===== config.mk =====
export PLATFORM = sky130hd
export DESIGN_NAME = ptw_mem_responder
export DESIGN_NICKNAME = d
export VERILOG_FILES = /design/src/rtl/ptw_mem_responder.sv
export SDC_FILE = /design/constraint.sdc
export NUM_CORES = 1
export LEC_CHECK = 0
export CAP_MARGIN = 40
export CORE_AREA = 2 2 112 114
export CTS_CLUSTER_DIAMETER = 50
export DETAILED_ROUTE_END_ITERATION = 8
export DIE_AREA = 0 0 114 116
export DONT_BUFFER_PORTS = 1
export HOLD_SLACK_MARGIN = 0.12
export PLACE_DENSITY_LB_ADDON = 0.3
export SLEW_MARGIN = 10
export SYNTH_ARGS = -nofsm -noshare
export SYNTH_HDL_FRONTEND = slang
export SYNTH_SLANG_ARGS = --single-unit

===== constraint.sdc =====
create_clock -name clk_i -period 2.08 [get_ports clk_i]
set_clock_uncertainty 0.15 [all_clocks]
set_input_delay 0.416 -clock clk_i [delete_from_list [all_inputs] [get_ports clk_i]]
set_output_delay 0.416 -clock clk_i [all_outputs]
set_load 0.03 [all_outputs]

===== src/rtl/ptw_mem_responder.sv =====
// ptw_mem_responder: answers the page-table walker's data-cache request port
// from an SRAM-style backing store, one outstanding 64-bit read at a time.
// Optional build macro: PTW_RESP_RANGE_CHK_EN -- reject loads whose physical
// address falls outside [BASE_ADDR, BASE_ADDR + MEM_SIZE) without touching memory.
//
// state    | meaning
// ---------+-----------------------------------------------------------
// IDLE     | granting data_req combinationally, latching index/we
// TAG      | waiting for tag_valid (or kill) to form the physical address
// MEM_REQ  | mem_req_o held high until the backing store grants
// MEM_WAIT | waiting for mem_rvalid_i, then capturing the read word
// RESP     | data_rvalid high for one cycle; no grant in this cycle

package ptw_mem_responder_pkg;
  localparam int unsigned PLEN  = 34;
  localparam int unsigned IDX_W = 12;
  localparam int unsigned TAG_W = PLEN - IDX_W;

  typedef struct packed {
    logic [31:0] xlen;
    logic [31:0] plen;
  } cva6_cfg_t;

  localparam cva6_cfg_t cva6_cfg_empty = '0;

  typedef struct packed {
    logic [IDX_W-1:0] address_index;
    logic [TAG_W-1:0] address_tag;
    logic [63:0]      data_wdata;
    logic             data_req;
    logic             data_we;
    logic [7:0]       data_be;
    logic [1:0]       data_size;
    logic             kill_req;
    logic             tag_valid;
  } dcache_req_i_t;

  typedef struct packed {
    logic        data_gnt;
    logic        data_rvalid;
    logic [3:0]  data_rid;
    logic [63:0] data_rdata;
  } dcache_req_o_t;
endpackage

module ptw_mem_responder
  import ptw_mem_responder_pkg::*;
#(
  parameter cva6_cfg_t         CVA6Cfg   = cva6_cfg_empty,
  parameter logic [PLEN-1:0]   BASE_ADDR = PLEN'('h8000_0000),
  parameter logic [PLEN:0]     MEM_SIZE  = (PLEN+1)'('h1_0000)
) (
  input  logic                clk_i,
  input  logic                rst_ni,
  input  dcache_req_i_t       req_port_i,
  output dcache_req_o_t       req_port_o,
  output logic                mem_req_o,
  input  logic                mem_gnt_i,
  output logic [PLEN-1:0]     mem_addr_o,
  input  logic                mem_rvalid_i,
  input  logic [63:0]         mem_rdata_i,
  output logic                err_o
);

  typedef enum logic [2:0] {IDLE, TAG, MEM_REQ, MEM_WAIT, RESP} state_e;

  state_e           state_q;
  logic [IDX_W-1:0] idx_q;
  logic             we_q;
  logic [63:0]      rdata_q;
  logic             rvalid_q;
  logic             mem_req_q;
  logic [PLEN-1:0]  mem_addr_q;
  logic             err_q;

  logic [PLEN-1:0]  paddr;
  logic             in_range;
  logic             wr_err;

  // The tag arrives a cycle after the index, so it is taken live from the port.
  assign paddr = {req_port_i.address_tag, idx_q};

  // Fields of the request port this responder has no use for.
  logic unused_req;
  assign unused_req = ^{req_port_i.data_wdata, req_port_i.data_be, req_port_i.data_size};

`ifdef PTW_RESP_RANGE_CHK_EN
  // Extra headroom bit so BASE_ADDR + MEM_SIZE cannot wrap near the top of memory.
  assign in_range = ({2'b0, paddr} >= {2'b0, BASE_ADDR}) &&
                    ({2'b0, paddr} <  ({2'b0, BASE_ADDR} + {1'b0, MEM_SIZE}));
  logic unused_cfg;
  assign unused_cfg = ^{CVA6Cfg};
`else
  assign in_range = 1'b1;
  logic unused_cfg;
  assign unused_cfg = ^{CVA6Cfg, BASE_ADDR, MEM_SIZE};
`endif

  // A dropped write is reported in the very cycle its tag shows up.
  assign wr_err = (state_q == TAG) && req_port_i.tag_valid &&
                  !req_port_i.kill_req && we_q;
  assign err_o      = err_q | wr_err;
  assign mem_req_o  = mem_req_q;
  assign mem_addr_o = mem_addr_q;

  // Response port: grant only while idle, everything else comes from registers.
  always_comb begin
    req_port_o             = '0;
    req_port_o.data_gnt    = (state_q == IDLE) && req_port_i.data_req;
    req_port_o.data_rvalid = rvalid_q;
    req_port_o.data_rdata  = rdata_q;
  end

  // Request sequencing FSM with registered responses and memory handshake.
  always_ff @(posedge clk_i or negedge rst_ni) begin
    if (!rst_ni) begin
      state_q    <= IDLE;
      idx_q      <= '0;
      we_q       <= 1'b0;
      rdata_q    <= '0;
      rvalid_q   <= 1'b0;
      mem_req_q  <= 1'b0;
      mem_addr_q <= '0;
      err_q      <= 1'b0;
    end else begin
      rvalid_q <= 1'b0;
      err_q    <= 1'b0;
      case (state_q)
        IDLE: begin
          if (req_port_i.data_req) begin
            idx_q   <= req_port_i.address_index;
            we_q    <= req_port_i.data_we;
            state_q <= TAG;
          end
        end
        TAG: begin
          // Kill wins whether or not the tag is valid in the same cycle.
          if (req_port_i.kill_req) begin
            rdata_q  <= '0;
            rvalid_q <= 1'b1;
            state_q  <= RESP;
          end else if (req_port_i.tag_valid) begin
            if (we_q) begin
              state_q <= IDLE;
            end else if (!in_range) begin
              rdata_q  <= '0;
              rvalid_q <= 1'b1;
              err_q    <= 1'b1;
              state_q  <= RESP;
            end else begin
              mem_req_q  <= 1'b1;
              mem_addr_q <= {paddr[PLEN-1:3], 3'b000};
              state_q    <= MEM_REQ;
            end
          end
        end
        MEM_REQ: begin
          if (mem_gnt_i) begin
            mem_req_q <= 1'b0;
            state_q   <= MEM_WAIT;
          end
        end
        MEM_WAIT: begin
          if (mem_rvalid_i) begin
            rdata_q  <= mem_rdata_i;
            rvalid_q <= 1'b1;
            state_q  <= RESP;
          end
        end
        RESP: begin
          state_q <= IDLE;
        end
        default: begin
          state_q <= IDLE;
        end
      endcase
    end
  end

endmodule


==> run summary <==
DETAILED ROUTING
------------------------------------------------------------------------------------------------------
Iter 0 DRT Violations                                                                              130
Total wirelength of the detailed-routed design                                               10,100 um
Total via count in the routed design                                                             2,642
Routed len/inst                                                                                19.6 um
Via density per instance                                                                          5.13
Pre-Repair DR Iteration Count                                                                        4
Post-detailed-route DRC marker count                                                                 0
Number of antenna-violating nets in the routed design                                                0

SYNTHESIS
------------------------------------------------------------------------------------------------------
Gate count of the mapped netlist                                                                   271
Total number of yosys warnings                                                                       0
Share of flip-flops with an asynchronous set or reset                                             100%
Fraction of the yosys area taken by sequential cells                                             64.0%
Syn Area/Cell                                                                                 15.9 um2
Register bit total from synthesis                                                                  110
Post-Synthesis Cell Area                                                                      4300 um2
Most instantiated flip-flop cell in the synthesis netlist                                      dfrtp_1
Number of enable flip-flop cells after synthesis                                                     0
Number of distinct library cells after synthesis                                                    27

WORST SETUP PATH
------------------------------------------------------------------------------------------------------
Critical path class                                                                         reg -> out
Data required, critical path                                                                   1.51 ns
Beginning of the worst register-to-register path                                            state_q[2]
Element type at the critical path start                                                      flip-flop
First element of the critical path                                                          state_q[1]
Delay-heaviest family, CP                                                                   flip-flops
Biggest cell delay along the critical path                                                     0.50 ns
Crit Path Max Fanout                                                                                12
Arrival time of the worst setup path                                                           1.43 ns
Buffers & Inverters on Critical Path                                                                 1
Element type at the critical path end                                                       output pin
Master of the slowest instance on the critical path                                            dfrtp_2
Chain of cells forming the critical path                                                  nor4b_4 -> buf_4

FINISH
------------------------------------------------------------------------------------------------------
Commonest non-fill, non-tap cell in the layout                                                 dfrtp_1
Share of layout cells above drive strength 1                                                     17.7%
Layout Area Growth over Synthesis                                                                31.3%
Net total in the final layout                                                                      543
Share of the core filled with cells                                                              47.4%
Most used cells in the layout excluding fill and tap cells                                108 x dfrtp_1, 97 x dlygate4sd3_1, 64 x a22o_1
Number of inserted diodes                                                                            0
Area occupied by registers                                                                    2760 um2
Number of filler instances in the final layout                                                   1,022
Area of the multi-input gates                                                                 1360 um2

STA
------------------------------------------------------------------------------------------------------
Worst Hold Margin                                                                            -0.393 ns
Final setup violating endpoints                                                                      0
Hold violation total from the final report                                                         110
Setup repair after global routing missed its margin                                              false
Final sum of negative setup slack                                                                 0 ns
Final Cycle Share                                                                                95.9%
Max-slew violation count                                                                             0
Period minus WS final                                                                          1.99 ns
Fmax achieved                                                                                0.501 GHz

CLOCK NETWORK
------------------------------------------------------------------------------------------------------
TritonCTS Buffers                                                                                    9
# H-tree levels                                                                                      3
Post-CTS setup buffer count                                                                          0
Root buffer cell                                                                             clkbuf_16
Sink Count                                                                                         110
Post-CTS Hold Buffers                                                                               97
TritonCTS clock tree                                                                              done
Clock latency on the worst-skew pair                                                           0.34 ns
Clock transition at the register clock pins on the worst setup and hold paths after CTS        0.07 ns
Deepest clock path buffer count                                                                      2

FLOORPLAN
------------------------------------------------------------------------------------------------------
Core Area                                                                                   11,900 um2
Horizontal extent of the die                                                                    114 um
Total I/O pin count                                                                                286
Total Die Area                                                                              13,200 um2
Die boundary height                                                                             116 um
Standard-cell rows                                                                                  40
Initial standard-cell utilization of the core                                                    36.1%

WORST HOLD PATH
------------------------------------------------------------------------------------------------------
Path category of the worst min-delay check                                                 in -> async

PLACEMENT
------------------------------------------------------------------------------------------------------
Final Wtd Congestion                                                                             0.733
Estimated wirelength of the detail-placed design                                               5850 um
Number of input and output port buffers inserted                                                     0

PWR
------------------------------------------------------------------------------------------------------
PD cells                                                                                   1400 nW/um2
Largest voltage drop on the vdd net                                                             590 uV
LEAKAGE                                                                                        2.64 nW

GLOBAL ROUTE
------------------------------------------------------------------------------------------------------
Total routing resource utilization after global routing                                          15.1%
Global-route wire length before repair                                                       15,100 um
Maximum number of pins on one net before global-route repair                                       111
Total overflow reported by the global router                                                         0
Via count of the first global-routing pass                                                       2,797
Initial antenna violation count                                                                      0

OUTCOME
------------------------------------------------------------------------------------------------------
Violated checks                                                                            hold timing
Status                                                                                    finished, violations left

RUN
------------------------------------------------------------------------------------------------------
Reported max-cap violation count                                                                     0

-- what timing repair did --
item,4_1_cts,5_1_grt
hold endpoints to repair,207,110
setup endpoints to repair,2,1
gates resized for setup,3,1
gates cloned,0,0
-- stage by stage --
step / cells / area, um2 / power [mW] / setup WS, ns
2_1_floorplan: 277 / 4320 / 5.76 / 0.375
3_3_place_gp: 402 / 4360 / 5.98 / 0.299
3_5_place_dp: 402 / 4360 / 6.04 / 0.281
4_1_cts: 515 / 5640 / 7.94 / 0.0376
5_1_grt: 515 / 5640 / 8.27 / 0.00741
6_report: 515 / 5640 / 7.88 / 0.0851
-- layout make-up --
class,count,share of cell area (%)
Sequential cell,110,48.8
Multi-Input combinational cell,136,24.0
Timing Repair Buffer,102,18.3
Clock buffer,10,4.06
Tap cell,147,3.26
Clock inverter,6,1.24
Inverter,4,0.266
-- cell usage after synthesis, types with 2 or more instances --
| master | n | area share [%] |
|---|---|---|
| nand2_1 | 2 | 0.17 |
| a211oi_1 | 2 | 0.35 |
| nand2b_1 | 3 | 0.44 |
| nor4b_1 | 2 | 0.41 |
| mux2_4 | 29 | 10 |
| buf_6 | 7 | 1.8 |
| inv_1 | 4 | 0.35 |
| buf_2 | 8 | 0.93 |
| buf_4 | 12 | 2.1 |
| dfrtp_1 | 110 | 64 |
| mux2_1 | 3 | 0.79 |
| mux2_2 | 8 | 2.1 |
| o21ai_0 | 4 | 0.47 |
| a22o_1 | 64 | 13 |
-- cells by family (layout without fill, tap and decap cells) --
family / Yosys count / in the layout / synth area share [%]
buf+inv: 31 / 122 / 5.21
flops: 110 / 110 / 64.0
mux: 40 / 40 / 13.0
other cells: 1 / 7 / 0.0873
simple gates: 15 / 15 / 3.09
compound gates: 74 / 74 / 14.6
-- flip-flops by register name, indices dropped and copies added (netlist names) --
name and cells:
we_q 1, mem_addr_o 31, state_q 3, idx_q 9, rvalid_q 1, rdata_q 64, mem_req_o 1
-- power breakdown --
part | internal (mW) | total, mW | leakage, nW | switching (mW)
clock | 0.940 | 1.70 | 0.135 | 0.762
combinational | 1.02 | 1.65 | 1.08 | 0.626
sequential | 2.82 | 4.53 | 1.42 | 1.71
-- worst paths after layout --
path                            slack [ns]  cells past startpoint        endpoint
worst max-delay path                  0.09                      2  req_port_o[69]
worst min-delay path                 -0.39                      0  mem_addr_o[23]
worst max register to register        0.36                      4     rdata_q[44]
worst min register to register        0.34                      1        idx_q[9]
max in group asynchronous             2.05                      0     rdata_q[51]
min in group clk_i                    0.15                      2       mem_req_o
-- layer usage --
metal	up-vias	track usage, %	wire, um
li1	1173	-	-
met1	1319	18.6	4220
met2	138	24.9	4960
met3	12	4.24	757
met4	0	6.50	168
met5	-	0	0
No activity file was read; power rests on OpenSTA's default activity.
